File: src/rtl/toast_sequencer_if.sv
// Timer/heater load handshake between the toast sequencer (master) and the timer block (slave).
interface toast_sequencer_if;
  logic        t_write;
  logic        t_write_ack;
  logic [9:0]  t_time;
  logic [7:0]  t_dc;
  logic        t_start;
  logic        t_stop;
  logic [11:0] t_led;

  modport master (
    output t_write, t_time, t_dc, t_start, t_stop,
    input  t_write_ack, t_led
  );

  modport slave (
    input  t_write, t_time, t_dc, t_start, t_stop,
    output t_write_ack, t_led
  );
endinterface

File: src/rtl/toast_sequencer.sv
// Toast-cycle controller: lever press -> timer load -> timed heat run -> eject pulse -> cool-down,
// with cancel, lever-release, ack-timeout and run-watchdog handling. All outputs registered.
module toast_sequencer #(
  parameter int unsigned BASE_TIME    = 60,
  parameter int unsigned STEP_TIME    = 15,
  parameter int unsigned BASE_DC      = 80,
  parameter int unsigned STEP_DC      = 15,
  parameter int unsigned ACK_TIMEOUT  = 16,
  parameter int unsigned MAX_RUN      = 32'd2_000_000_000,
  parameter int unsigned EJECT_CYCLES = 50_000,
  parameter int unsigned COOL_CYCLES  = 1_000_000
) (
  input  logic                     clk,
  input  logic                     reset,
  input  logic                     lever_down,
  input  logic                     cancel,
  input  logic [2:0]               shade,
  toast_sequencer_if.master        tmr,
  output logic                     eject,
  output logic                     busy,
  output logic                     fault,
  output logic [2:0]               state
);

  typedef enum logic [2:0] {
    S_IDLE     = 3'd0,
    S_LOAD     = 3'd1,
    S_WAIT_ACK = 3'd2,
    S_RUN      = 3'd3,
    S_CLEAR    = 3'd4,
    S_EJECT    = 3'd5,
    S_COOL     = 3'd6,
    S_FAULT    = 3'd7
  } state_t;

  localparam logic [31:0] ACK_LAST   = 32'(ACK_TIMEOUT - 1);
  localparam logic [31:0] RUN_LAST   = 32'(MAX_RUN - 1);
  localparam logic [31:0] EJECT_LAST = 32'(EJECT_CYCLES - 1);
  localparam logic [31:0] COOL_LAST  = 32'(COOL_CYCLES - 1);

  state_t      r_state;
  state_t      w_next;
  logic [31:0] r_cnt;
  logic [31:0] w_cnt_nxt;
  logic        r_lever_rel;
  logic        r_write;
  logic [9:0]  r_time;
  logic [7:0]  r_dc;
  logic        r_start;
  logic        r_stop;
  logic        r_eject;
  logic        r_busy;
  logic        r_fault;

  logic        w_press;
  logic        w_abort;
  logic [31:0] w_time_raw;
  logic [31:0] w_dc_raw;
  logic [9:0]  w_time_sat;
  logic [7:0]  w_dc_sat;

  // r_lever_rel holds "lever was up last cycle"; clearing it on reset means a lever
  // held through reset, or held when COOL ends, never looks like a fresh press.
  assign w_press = lever_down & r_lever_rel & ~cancel;
  assign w_abort = cancel | ~lever_down;

  always_comb begin
    w_time_raw = BASE_TIME + 32'(shade) * STEP_TIME;
    w_dc_raw   = BASE_DC + 32'(shade) * STEP_DC;
    w_time_sat = (w_time_raw > 32'd599) ? 10'd599 : w_time_raw[9:0];
    w_dc_sat   = (w_dc_raw > 32'd200) ? 8'd200 : w_dc_raw[7:0];
  end

  always_comb begin
    w_next = r_state;
    case (r_state)
      S_IDLE:     if (w_press) w_next = S_LOAD;
      S_LOAD:     w_next = (r_time == '0) ? S_EJECT : S_WAIT_ACK;
      S_WAIT_ACK: begin
        if (tmr.t_write_ack)      w_next = S_RUN;
        else if (r_cnt == ACK_LAST) w_next = S_FAULT;
        else if (w_abort)         w_next = S_CLEAR;
      end
      S_RUN: begin
        // First RUN cycle (r_cnt==0) ignores a stale zero display from the timer.
        if (w_abort)                              w_next = S_CLEAR;
        else if (r_cnt != '0 && tmr.t_led == '0)  w_next = S_EJECT;
        else if (r_cnt == RUN_LAST)               w_next = S_FAULT;
      end
      S_CLEAR:    w_next = S_EJECT;
      S_EJECT:    if (r_cnt == EJECT_LAST) w_next = S_COOL;
      S_COOL:     if (r_cnt == COOL_LAST) w_next = S_IDLE;
      S_FAULT:    if (cancel && !lever_down) w_next = S_IDLE;
      default:    w_next = S_IDLE;
    endcase
  end

  always_comb begin
    if (w_next != r_state)  w_cnt_nxt = '0;
    else if (r_cnt == '1)   w_cnt_nxt = r_cnt;
    else                    w_cnt_nxt = r_cnt + 32'd1;
  end

  always_ff @(posedge clk or posedge reset) begin
    if (reset) begin
      r_state     <= S_IDLE;
      r_cnt       <= '0;
      r_lever_rel <= 1'b0;
      r_write     <= 1'b0;
      r_time      <= '0;
      r_dc        <= '0;
      r_start     <= 1'b0;
      r_stop      <= 1'b1;
      r_eject     <= 1'b0;
      r_busy      <= 1'b0;
      r_fault     <= 1'b0;
    end else begin
      r_state     <= w_next;
      r_cnt       <= w_cnt_nxt;
      r_lever_rel <= ~lever_down;
      r_write     <= (w_next == S_LOAD) || (w_next == S_CLEAR);
      if (w_next == S_LOAD) begin
        r_time <= w_time_sat;
        r_dc   <= w_dc_sat;
      end else if (w_next == S_CLEAR) begin
        r_time <= '0;
        r_dc   <= '0;
      end
      r_start     <= (w_next == S_RUN);
      r_stop      <= (w_next != S_RUN);
      r_eject     <= (w_next == S_EJECT);
      r_busy      <= (w_next != S_IDLE);
      r_fault     <= (w_next == S_FAULT);
    end
  end

  assign tmr.t_write = r_write;
  assign tmr.t_time  = r_time;
  assign tmr.t_dc    = r_dc;
  assign tmr.t_start = r_start;
  assign tmr.t_stop  = r_stop;
  assign eject       = r_eject;
  assign busy        = r_busy;
  assign fault       = r_fault;
  assign state       = r_state;

endmodule

File: src/flat_wrapper.sv
// flat-port wrapper written by rule: the top's interface ports become plain ports
module toast_sequencer_flat 
#(
  parameter int unsigned BASE_TIME    = 60,
  parameter int unsigned STEP_TIME    = 15,
  parameter int unsigned BASE_DC      = 80,
  parameter int unsigned STEP_DC      = 15,
  parameter int unsigned ACK_TIMEOUT  = 16,
  parameter int unsigned MAX_RUN      = 32'd2_000_000_000,
  parameter int unsigned EJECT_CYCLES = 50_000,
  parameter int unsigned COOL_CYCLES  = 1_000_000
)
  (clk, reset, lever_down, cancel, shade, eject, busy, fault, state, tmr_t_write, tmr_t_time, tmr_t_dc, tmr_t_start, tmr_t_stop, tmr_t_write_ack, tmr_t_led);
  toast_sequencer_if tmr_i ();
  input  logic clk;
  input  logic reset;
  input  logic lever_down;
  input  logic cancel;
  input  logic [2:0] shade;
  output logic eject;
  output logic busy;
  output logic fault;
  output logic [2:0] state;
  output wire logic [$bits(tmr_i.t_write)-1:0] tmr_t_write;
  output wire logic [$bits(tmr_i.t_time)-1:0] tmr_t_time;
  output wire logic [$bits(tmr_i.t_dc)-1:0] tmr_t_dc;
  output wire logic [$bits(tmr_i.t_start)-1:0] tmr_t_start;
  output wire logic [$bits(tmr_i.t_stop)-1:0] tmr_t_stop;
  input wire logic [$bits(tmr_i.t_write_ack)-1:0] tmr_t_write_ack;
  input wire logic [$bits(tmr_i.t_led)-1:0] tmr_t_led;
  assign tmr_t_write = tmr_i.t_write;
  assign tmr_t_time = tmr_i.t_time;
  assign tmr_t_dc = tmr_i.t_dc;
  assign tmr_t_start = tmr_i.t_start;
  assign tmr_t_stop = tmr_i.t_stop;
  assign tmr_i.t_write_ack = tmr_t_write_ack;
  assign tmr_i.t_led = tmr_t_led;
  toast_sequencer #(.BASE_TIME(BASE_TIME), .STEP_TIME(STEP_TIME), .BASE_DC(BASE_DC), .STEP_DC(STEP_DC), .ACK_TIMEOUT(ACK_TIMEOUT), .MAX_RUN(MAX_RUN), .EJECT_CYCLES(EJECT_CYCLES), .COOL_CYCLES(COOL_CYCLES)) u_core (.clk(clk), .reset(reset), .lever_down(lever_down), .cancel(cancel), .shade(shade), .tmr(tmr_i), .eject(eject), .busy(busy), .fault(fault), .state(state));
endmodule
File: config.mk
export PLATFORM = sky130hd
export DESIGN_NAME = toast_sequencer_flat
export DESIGN_NICKNAME = d
export VERILOG_FILES = /design/src/rtl/toast_sequencer_if.sv /design/src/rtl/toast_sequencer.sv /design/src/flat_wrapper.sv
export SDC_FILE = /design/constraint.sdc
export NUM_CORES = 1
export LEC_CHECK = 0
export ABC_AREA = 1
export CELL_PAD_IN_SITES_DETAIL_PLACEMENT = 1
export CELL_PAD_IN_SITES_GLOBAL_PLACEMENT = 1
export CORE_UTILIZATION = 41
export DETAILED_ROUTE_END_ITERATION = 10
export PLACE_DENSITY = 0.86
export SYNTH_ARGS = -nofsm -noshare
export SYNTH_HDL_FRONTEND = slang
export SYNTH_SLANG_ARGS = --single-unit
File: constraint.sdc
create_clock -name clk -period 2.3 [get_ports clk]
set_clock_uncertainty 0.05 [all_clocks]
set_input_delay 0.46 -clock clk [delete_from_list [all_inputs] [get_ports clk]]
set_output_delay 0.46 -clock clk [all_outputs]
set_load 0.1 [all_outputs]
* Yosys cells after proc, flatten, opt, wreduce, memory -nomap -nowiden
Index checks and enable logic that the tools add are counted.
Word-level totals: register bits after elaboration 60, output and inout bits 27
Operators by class: $add $sub $neg 3, multiply operators 1, magnitude comparators 2, equal/unequal tests 20, multiplexer cells 20, bitwise operators 5, reductions and logical operators 10
Operator list (count):
- $mux 32 | 2
- $mux 3 | 11
- $add 32x1->32 const B | 1
- $eq 32x16->1 const B | 1
- $eq 32x20->1 const B | 1
- $eq 32x31->1 const B | 1
- $eq 32x32->1 const B | 1
- $eq 32x4->1 const B | 1
- $gt 32x10->1 const B | 1
- $gt 32x8->1 const B | 1
- $reduce_bool 32->1 | 1
- $mux 10 | 3
- $mux 8 | 3
- $pmux 3 s8 | 1
- $eq 3x3->1 const B | 7
- $logic_not 12->1 | 1
- $logic_not 10->1 | 1
- $eq 3x2->1 const B | 3
- $add 6x7->8 const A | 1
- $add 7x7->8 const A | 1
- $mul 3x4->7 const B | 1
- $eq 3x1->1 const B | 2
- $logic_not 3->1 | 1
- $ne 3x2->1 const B | 1
- 10 further kinds | 13

* Logic depth before layout (Yosys ltp)
Gate-level depths: netlist (run 1).
word-level depth 9, depth in mapped cells 17

* Worst setup path before layout (run 1)
OpenSTA, ideal clock, no wires.
kind input port to flip-flop, start point input port shade[0], end point register u_core.r_dc[3], in the netlist u_core.tmr.t_dc[3], setup time 0.123 ns, arrival 2.741 ns, data required time 2.127 ns, setup slack -0.614 ns, stages on the path 11, buffers on the path 0, cell sequence fa_1 ha_1 fa_1 xnor2_1 ha_1 xor2_1 inv_1 nand4_1 nand2_1 nand2_1 nand2_1
Between the ends: longest elaborated chain between the ends 5
RTL lines:
- start, declared | RTL line flat_wrapper.sv:19 | input logic [2:0] shade;
- $mul 3x4->7 (*) | RTL line toast_sequencer.sv:69 | w_dc_raw = BASE_DC + 32'(shade) * STEP_DC;
- $add 7x7->8 (*) | RTL line toast_sequencer.sv:69
- $gt 32x8->1 | RTL line toast_sequencer.sv:71 | w_dc_sat = (w_dc_raw > 32'd200) ? 8'd200 : w_dc_raw[7:0];
- $mux 8 (*) | RTL line toast_sequencer.sv:71
- $mux 8 (*) | RTL line toast_sequencer.sv:122 | if (w_next == S_LOAD) begin
- end signal, assigned | RTL line toast_sequencer.sv:124 | r_dc <= w_dc_sat;
- end, declared | RTL line toast_sequencer.sv:48 | logic [7:0] r_dc;
Mark *: on every way between the ends. The rest lies on a longest branch, timed or not. A chain may end at the register's enable or synchronous reset.

* Worst setup path in the final report (run 1)
start point input port shade[0], end point register u_core.r_dc[0], in the netlist u_core.tmr.t_dc[0]
The elaborated chain is that of the path after synthesis.

==> results.json, run 1 <==
{
  "violations": "setup timing",
  "ys_ff_latch": 58,
  "drc_errors": 0,
  "required_ns": 2.49,
  "wl_per_cell_um": 25.0,
  "seqCellArea_um2": 1470,
  "max_slew_margin": 0.636,
  "post_dp_cell_area_um2": 4730,
  "rows": 35,
  "die_h_um": 99.1,
  "dpl.cell_count": 710,
  "timing_hold_violations_final": 0,
  "tightest_slew_ns": 0.542,
  "ys_warn_count": 0,
  "finalCritPeriodShare": 1.24,
  "core_um2": 9200,
  "drive_gt1_frac": 0.389,
  "avgSynthCellArea_um2": 7.43,
  "cp-start-kind": "primary input",
  "synth_edf_count": 0,
  "maxSlewViolCount": 0,
  "slowest_stage": "fa_2",
  "grt_start_max_net_pins": 43,
  "cap_violations": 0,
  "worstHoldPathType": "primary input to async pin",
  "setup_ws_ns": -0.550,
  "clockRootBuffer": "clkbuf_8",
  "grt_pass1_vias": 4315,
  "fin_hold_ws_ns": 0.387,
  "crit_chain": "buf_8, fa_2, ha_4, a21oi_4, o21bai_4, xor2_2, inv_1, buf_4, ha_2, nand2_1, nand2_1, nand4_1, nand3_1, nand2_1",
  "area_growth_syn_to_layout_pct": 51.9,
  "fin_setup_tns_ns": -11.16,
  "cts_htree_levels": 3,
  "cts_buffers": 9,
  "synthesis.area_um2": 3860,
  "vias": 4438,
  "rsz0062_at_grt": "true",
  "layout.cells.non_filler": 749,
  "fmax_ghz": 0.351,
  "routed_wl_um": 18700,
  "slowest_delay_ns": 0.65,
  "clk_pin_slew_ns": 0.08,
  "grtUsageTotal": 0.283,
  "finish.utilization": 0.638,
  "ys_seq_area_frac": 0.376,
  "fillerInstances": 1080,
  "outcome": "finished with violations",
  "cp.arrival_ns": 3.04,
  "multiInputGateArea_um2": 2800,
  "tritoncts": "built",
  "grt_pass1_wl_um": 21400,
  "ant_nets": 0,
  "grt.overflow.total": 0,
  "final_nets": 670,
  "irDropWorstVdd_v": 0.000682,
  "finalPower_mw": 8.03,
  "clkLatencyLatePin_ns": 0.36,
  "clock_path_buffers": 2,
  "hpwl_um": 8820,
  "io_buffers": 44,
  "r2r-start": "u_core.r_cnt[5]",
  "pre_cts_ws_ns": -1.16,
  "antenna_cells": 0,
  "antenna_found_initial": 0,
  "cts.sink_count": 58,
  "cp_max_fo": 6,
  "regToRegSetupSlack_ns": -0.25,
  "start_util": 0.420,
  "fin_crit_ns": 2.85,
  "reg2reg_depth": 12,
  "critical_path.most_common_cell": "nand2_1",
  "synth_cell_types": 41,
  "drt-vias-per-instance": 5.93,
  "r2r-end": "u_core.r_cnt[8]",
  "worstSetupPathType": "primary input to register",
  "io_pins": 47,
  "die_w_um": 99.1,
  "synth_ff_type": "dfrtp_1",
  "netlist_instances": 520,
  "synthArstFlopShare": 1.00,
  "setup_viol": 51,
  "dieArea_um2": 9820,
  "p_leak_nw": 2.69,
  "p_per_area_nw_per_um2": 1370,
  "fin_area_um2": 5870,
  "drt_iter0_markers": 237,
  "firstDrtPassIters": 6,
  "gp_congestion": 0.860,
  "crit_path_end_kind": "register"
}
cell families (layout without fill, tap and decap cells):
| logic type | count (synthesis) | after routing | share of synthesized area |
|---|---|---|---|
| AO/OA/AOI/OAI | 31 | 31 | 0.0476 |
| XOR/XNOR | 26 | 26 | 0.0589 |
| adder cells (fa/ha/maj) | 17 | 17 | 0.0609 |
| buffers and inverters | 68 | 183 | 0.0755 |
| flip-flops | 58 | 58 | 0.376 |
| other | 1 | 2 | 0.000971 |
| AND/OR/NAND/NOR | 319 | 321 | 0.380 |
cells in the mapped netlist (3+ instances only):
cell type | n | share of area
nand2_1 | 122 | 0.12
nor2_1 | 92 | 0.089
inv_1 | 58 | 0.056
dfrtp_1 | 57 | 0.37
nand3_1 | 51 | 0.066
xor2_1 | 23 | 0.052
nor3_1 | 16 | 0.021
ha_1 | 14 | 0.045
a21oi_1 | 11 | 0.014
nand4_1 | 10 | 0.016
o21ai_0 | 9 | 0.012
buf_4 | 5 | 0.0097
nand3_2 | 4 | 0.010
nor2_2 | 4 | 0.0065
nor4_1 | 4 | 0.0065
fa_1 | 3 | 0.016
nand2_2 | 3 | 0.0049
o21bai_1 | 3 | 0.0058
xnor2_1 | 3 | 0.0068
where the power goes:
group	internal [mW]	leakage, nW	switching [mW]
clock network	0.478	0.0965	0.471
registers	1.21	0.761	0.181
logic	1.88	1.83	3.80
state kept, by name, summed over array words and instances, names as in the netlist:
| register | flops |
|---|---|
| u_core.fault | 1 |
| u_core.tmr.t_stop | 1 |
| u_core.r_cnt | 32 |
| u_core.tmr.t_write | 1 |
| u_core.busy | 1 |
| u_core.tmr.t_time | 8 |
| u_core.tmr.t_start | 1 |
| u_core.eject | 1 |
| u_core.r_lever_rel | 1 |
| u_core.tmr.t_dc | 8 |
| u_core.state | 3 |
worst max-delay path, delay by kind of cell:
| kind | cells | cell delay, ns |
|---|---|---|
| buf+inv | 3 | 0.31 |
| xor+xnor | 1 | 0.19 |
| fa+ha+maj | 3 | 1.07 |
| simple gates | 5 | 0.76 |
| compound gates | 2 | 0.25 |
final cells by class:
cell class                 count  share of cell area
timing repair buffer         108               0.177
inverter                      59              0.0403
tap                          111              0.0237
clock buffer                  14              0.0294
sequential                    58               0.250
clock inverter                 2             0.00171
multi-input combinational    397               0.478
layout by cell type (no fill, tap or decap), drive strengths merged:
| cell | count |
|---|---|
| o21bai | 3 |
| clkbuf | 18 |
| a21oi | 12 |
| buf | 88 |
| dfstp | 1 |
| xnor2 | 3 |
| o21ai | 11 |
| nand2 | 126 |
| fa | 3 |
| dlymetal6s2s | 1 |
| dfrtp | 57 |
| xor2 | 23 |
| nor2 | 100 |
| nor3 | 17 |
| ha | 14 |
| and2 | 1 |
| nand3b | 2 |
| o211ai | 1 |
| a22oi | 1 |
| inv | 58 |
| and3 | 1 |
| nor3b | 1 |
| o31ai | 1 |
| o22ai | 2 |
| conb | 2 |
| nand4 | 11 |
| nor4 | 5 |
| clkdlybuf4s50 | 15 |
| nand3 | 57 |
| clkinv | 3 |
routing by layer:
layer,share of wire,track usage
met4,0.055,0.138
met3,0.054,0.0603
met2,0.51,0.488
met5,0,0
met1,0.38,0.334
timing repair:
action                                  4_1_cts  5_1_grt
hold endpoints to repair                      0        0
gates cloned                                  3        4
pin swaps                                    20       67
resized for setup                            41      154
hold buffers                                  0        0
endpoints found under the setup margin       33       49
buffers inserted                              6       12
worst max path at each step:
| stage | endpoint | cells after the start | startpoint |
|---|---|---|---|
| floorplan | u_core.tmr.t_dc[0] | 12 | shade[2] |
| global route | u_core.tmr.t_dc[0] | 13 | shade[0] |
| CTS | u_core.tmr.t_dc[4] | 13 | shade[2] |
| detailed placement | u_core.tmr.t_dc[4] | 13 | shade[2] |
| finish | u_core.tmr.t_dc[0] | 14 | shade[0] |
| global placement | u_core.tmr.t_dc[1] | 13 | shade[0] |
(Power assumes the default switching activity.)
==> inputs of run 2 (changes only) <==
Settings changed: REMOVE_ABC_BUFFERS set to 1.
==> run 2 against run 1 <==
  * The run still ends with setup timing left
  * Total power up 0.37%
  * Via count rose by 8.2%
  * Critical endpoint is now u_core.tmr.t_dc[3]
  * Combinational power is 3.9% lower
==> results.json, run 2 (synthesis results as in run 1) <==
{
  "final_nets": 697,
  "finish.utilization": 0.662,
  "dpl.cell_count": 714,
  "finalCritPeriodShare": 1.20,
  "fillerInstances": 1051,
  "hpwl_um": 8810,
  "hold_buffers": 0,
  "io_pins": 47,
  "grt_pass1_wl_um": 23800,
  "total_switching_power_mw": 4.53,
  "routed_wl_um": 20700,
  "cts.sink_count": 58,
  "fmax_ghz": 0.364,
  "antenna_found_initial": 0,
  "die_h_um": 99.1,
  "io_buffers": 44,
  "final_cell_mix": "99 x buf_4, 95 x nand2_1, 51 x inv_1",
  "rsz0062_at_grt": "true",
  "cp_max_fo": 6,
  "die_w_um": 99.1,
  "antenna_cells": 0,
  "clockRootBuffer": "clkbuf_8",
  "start_util": 0.420,
  "pre_cts_ws_ns": -1.22,
  "layout.cells.non_filler": 776,
  "setup_viol": 54,
  "largest_reg_flops": 32,
  "grt_start_max_net_pins": 59,
  "required_ns": 2.50,
  "clkLatencyLatePin_ns": 0.37,
  "internal_power_mw": 3.53,
  "max_slew_margin": 0.566,
  "final_common_cell": "buf_4",
  "comb_power_share": 0.679,
  "cp.arrival_ns": 2.95,
  "drt-vias-per-instance": 6.19,
  "violations": "setup timing",
  "cp-start-kind": "primary input",
  "clk_pin_slew_ns": 0.09,
  "outcome": "finished with violations",
  "vias": 4801,
  "core_um2": 9200,
  "tightest_slew_ns": 0.649,
  "finalPower_mw": 8.06,
  "dieArea_um2": 9820,
  "cts_buffers": 9,
  "crit_path_end_kind": "register",
  "worstHoldPathType": "primary input to async pin",
  "drt_iter0_markers": 340,
  "cts_htree_levels": 3,
  "area_growth_syn_to_layout_pct": 57.6,
  "clock_path_buffers": 2,
  "setup_ws_ns": -0.451,
  "seq_power_share": 0.175,
  "worstSetupPathType": "primary input to register",
  "drc_errors": 0,
  "irDropWorstVdd_v": 0.000951,
  "ant_nets": 0,
  "p_leak_nw": 2.85,
  "regToRegSetupSlack_ns": -0.33,
  "drive_gt1_frac": 0.444,
  "maxSlewViolCount": 0,
  "gp_congestion": 0.877,
  "multiInputGateArea_um2": 2850,
  "fin_setup_tns_ns": -12.66,
  "grt.overflow.total": 0,
  "p_sw_frac": 0.562,
  "wl_per_cell_um": 26.7,
  "p_per_area_nw_per_um2": 1320,
  "cap_violations": 0,
  "seqCellArea_um2": 1470,
  "clkPwrFrac": 0.146,
  "rows": 35,
  "largest-register": "u_core.r_cnt",
  "grtUsageTotal": 0.317,
  "fin_crit_ns": 2.75,
  "tritoncts": "built",
  "firstDrtPassIters": 5,
  "grt_pass1_vias": 4605,
  "timing_hold_violations_final": 0
}
run 2: cell types whose count changed in the layout (fill, tap and decap cells not counted), moves of 4 or more:
| cell | change |
|---|---|
| buf_4 | +29 |
| nand2_1 | -10 |
| nand2_2 | +5 |
| nand2_4 | +6 |
| nand3_2 | +7 |
| nand3_4 | -4 |
| nor2_1 | -6 |
| nor2_2 | +6 |
run 2: timing repair:
item	4_1_cts	5_1_grt
pin swaps	19	54
buffers inserted	12	32
resized for setup	41	181
setup endpoints to repair	45	54
gates cloned	3	2
run 2: per-stage QoR:
| stage | hold WS [ns] | area (µm²) |
|---|---|---|
| after floorplan | 0.481 | 3800 |
| after global placement | 0.437 | 4700 |
| after detailed placement | 0.454 | 4700 |
| after CTS | 0.451 | 5150 |
| after global routing | 0.456 | 6090 |
| final | 0.441 | 6090 |
run 2: metal layers:
| metal | up-vias | GRT usage | wire, µm |
|---|---|---|---|
| met1 | 2358 | 0.361 | 7370 |
| met4 | 0 | 0.186 | 1780 |
| met2 | 335 | 0.556 | 10200 |
| met3 | 172 | 0.0610 | 1380 |
| met5 | - | 0 | 0 |
| li1 | 1936 | - | - |
run 2: worst paths after layout:
check	startpoint	endpoint	cells past startpoint
worst max-delay path	shade[2]	u_core.tmr.t_dc[3]	16
worst min-delay path	reset	u_core.tmr.t_time[7]	3
worst max register to register	u_core.r_cnt[1]	u_core.tmr.t_time[3]	16
worst min register to register	u_core.tmr.t_time[0]	u_core.tmr.t_time[0]	2
max in group asynchronous	reset	u_core.tmr.t_stop	3
min in group clk	lever_down	u_core.r_lever_rel	3
run 2: area by class of cell:
cell class / count / share of cell area
Multi-Input combinational cell: 397 / 0.468
Clock inverter: 5 / 0.0127
Sequential cell: 58 / 0.241
Inverter: 59 / 0.0368
Clock buffer: 11 / 0.0232
Timing Repair Buffer: 135 / 0.196
Tap cell: 111 / 0.0228
run 2: critical path, stage by stage:
cell	delay, ns
buf_6	0.10
fa_2	0.51
ha_1	0.34
a21oi_2	0.06
o21bai_1	0.19
xor2_1	0.22
inv_1	0.11
buf_4	0.16
ha_2	0.19
nand2_1	0.08
nand2_1	0.07
nand4_1	0.11
buf_6	0.16
nand2_4	0.05
nand2_2	0.08
nand2_1	0.07
run 2: power groups by stage:
stage          Combinational, mW  Clock (mW)  Sequential, mW
2_1_floorplan               1.39           0            2.36
3_3_place_gp                3.39           0            1.36
3_5_place_dp                3.54           0            1.37
4_1_cts                     4.19        1.10            1.36
5_1_grt                     5.57        1.21            1.42
6_report                    5.47        1.18            1.41
==> inputs of run 3 (changes only) <==
Clock period 2.3 ns to 2.7 ns, I/O delays scaled along.
==> run 3 against run 2 <==
  * The run now ends clean
  * Sequential share of layout area grew 5.8 points
  * Die area is the same
  * Total power shrank 37%
  * Register-to-register slack gained 0.50 ns
  * Largest cell class unchanged
==> results.json, run 3 (synthesis results as in run 1) <==
{
  "fin_setup_tns_ns": 0,
  "core_um2": 9200,
  "grt_pass1_vias": 4126,
  "setup_ws_ns": 0.0440,
  "clockRootBuffer": "clkbuf_8",
  "worstHoldPathType": "register to register",
  "area_growth_syn_to_layout_pct": 26.0,
  "io_pins": 47,
  "rows": 35,
  "ant_nets": 0,
  "wl_per_cell_um": 17.1,
  "cap_violations": 0,
  "crit_chain": "buf_6, fa_2, ha_4, a21oi_2, o21bai_1, xor2_1, inv_1, ha_2, xor2_1, inv_1, nand4_1, buf_6, nand3_1, nand2_1",
  "p_leak_nw": 2.36,
  "cp_max_fo": 6,
  "required_ns": 2.90,
  "drt-vias-per-instance": 5.31,
  "cts.sink_count": 58,
  "fin_crit_ns": 2.66,
  "fin_hold_ws_ns": 0.475,
  "clkLatencyLatePin_ns": 0.37,
  "grt.overflow.total": 0,
  "post_dp_cell_area_um2": 4560,
  "largest-register": "u_core.r_cnt",
  "cp-start-kind": "primary input",
  "routed_wl_um": 12200,
  "clock_path_buffers": 2,
  "cts_htree_levels": 3,
  "die_w_um": 99.1,
  "grtUsageTotal": 0.256,
  "clk_pin_slew_ns": 0.08,
  "tritoncts": "built",
  "pre_cts_ws_ns": -0.935,
  "firstDrtPassIters": 4,
  "dieArea_um2": 9820,
  "cp.arrival_ns": 2.86,
  "vias": 3799,
  "setup_viol": 0,
  "cts_buffers": 9,
  "final_nets": 636,
  "crit_path_end_kind": "register",
  "io_buffers": 44,
  "fmax_ghz": 0.377,
  "tightest_slew_ns": 0.523,
  "maxSlewViolCount": 0,
  "slowest_delay_ns": 0.64,
  "hpwl_um": 8500,
  "p_per_area_nw_per_um2": 1050,
  "drt_iter0_markers": 113,
  "cp_top_family": "adder cells",
  "drive_gt1_frac": 0.192,
  "antenna_found_initial": 0,
  "timing_hold_violations_final": 0,
  "fin_area_um2": 4870,
  "hold_buffers": 0,
  "irDropWorstVdd_v": 0.000699,
  "critPathBufInv": 4,
  "finalPower_mw": 5.11,
  "die_h_um": 99.1,
  "gp_congestion": 0.867,
  "grt_start_max_net_pins": 38,
  "drc_errors": 0,
  "antenna_cells": 0,
  "worstSetupPathType": "primary input to register",
  "start_util": 0.420,
  "outcome": "completed",
  "final_common_cell": "nand2_1",
  "max_slew_margin": 0.651,
  "final_cell_mix": "117 x nand2_1, 92 x nor2_1, 57 x inv_1, 57 x dfrtp_1, 53 x buf_4",
  "grt_pass1_wl_um": 19900,
  "largest_reg_flops": 32,
  "slowest_stage": "fa_2",
  "rsz0062_at_grt": "true",
  "finalCritPeriodShare": 0.984
}
==> run 3: changes by cell type in the layout (fill, tap and decap cells not counted), sizes merged <==
| cell | change |
|---|---|
| clkdlybuf4s50 | +1 |
| nor2 | -1 |
| buf | -57 |
| nand3 | -1 |
| bufinv | -1 |
| clkinvlp | +3 |
| dlymetal6s2s | -1 |
| clkbuf | -4 |
==> run 3: worst register-to-register path: cells and delay by family, from the launching register on <==
| kind | cells | cell delay, ns |
|---|---|---|
| AO/OA/AOI/OAI | 1 | 0.14 |
| flip-flops | 1 | 0.46 |
| AND/OR/NAND/NOR | 10 | 1.79 |
==> run 3: cell type report <==
cell class / instances / area, µm²
fill: 1181 / 4330
clock buffer: 9 / 124
multi-input combinational: 395 / 2210
clock inverter: 7 / 70.1
sequential: 58 / 1450
inverter: 59 / 221
tap: 111 / 139
timing repair buffer: 76 / 648
==> run 3: worst paths after layout <==
kind / from / endpoint / slack [ns] / cells past startpoint
min in group asynchronous: reset / u_core.r_cnt[31] / 0.49 / 2
max reg2reg: u_core.r_cnt[26] / u_core.tmr.t_dc[4] / 0.17 / 11
max in group asynchronous: reset / u_core.tmr.t_stop / 1.46 / 3
max: shade[0] / u_core.tmr.t_dc[4] / 0.04 / 14
min reg2reg: u_core.tmr.t_dc[6] / u_core.tmr.t_dc[6] / 0.48 / 2
min: u_core.tmr.t_dc[6] / u_core.tmr.t_dc[6] / 0.48 / 2
==> run 3: timing repair <==
action                     CTS  global route
gates resized for setup     17            20
setup endpoints to repair   12            16
pin swaps                   10            12
setup buffers                3             1
==> run 3: where the power goes <==
part | total, mW | switching (mW) | leakage, nW | internal, mW
combinational | 3.11 | 2.29 | 1.49 | 0.829
sequential | 1.16 | 0.135 | 0.778 | 1.03
clock | 0.829 | 0.407 | 0.0873 | 0.422
==> run 3: per-layer routing <==
metal,share of wire,vias up,global-route usage
met5,0,-,0
met4,0.016,0,0.0871
met1,0.44,1897,0.320
li1,-,1813,-
met3,0.032,17,0.0383
met2,0.51,72,0.453
==> run 3: metrics by stage <==
stage,std cells,utilization
5_1_grt,715,0.530
6_report,715,0.530
3_3_place_gp,696,0.496
2_1_floorplan,512,-
4_1_cts,715,0.520
3_5_place_dp,696,0.496
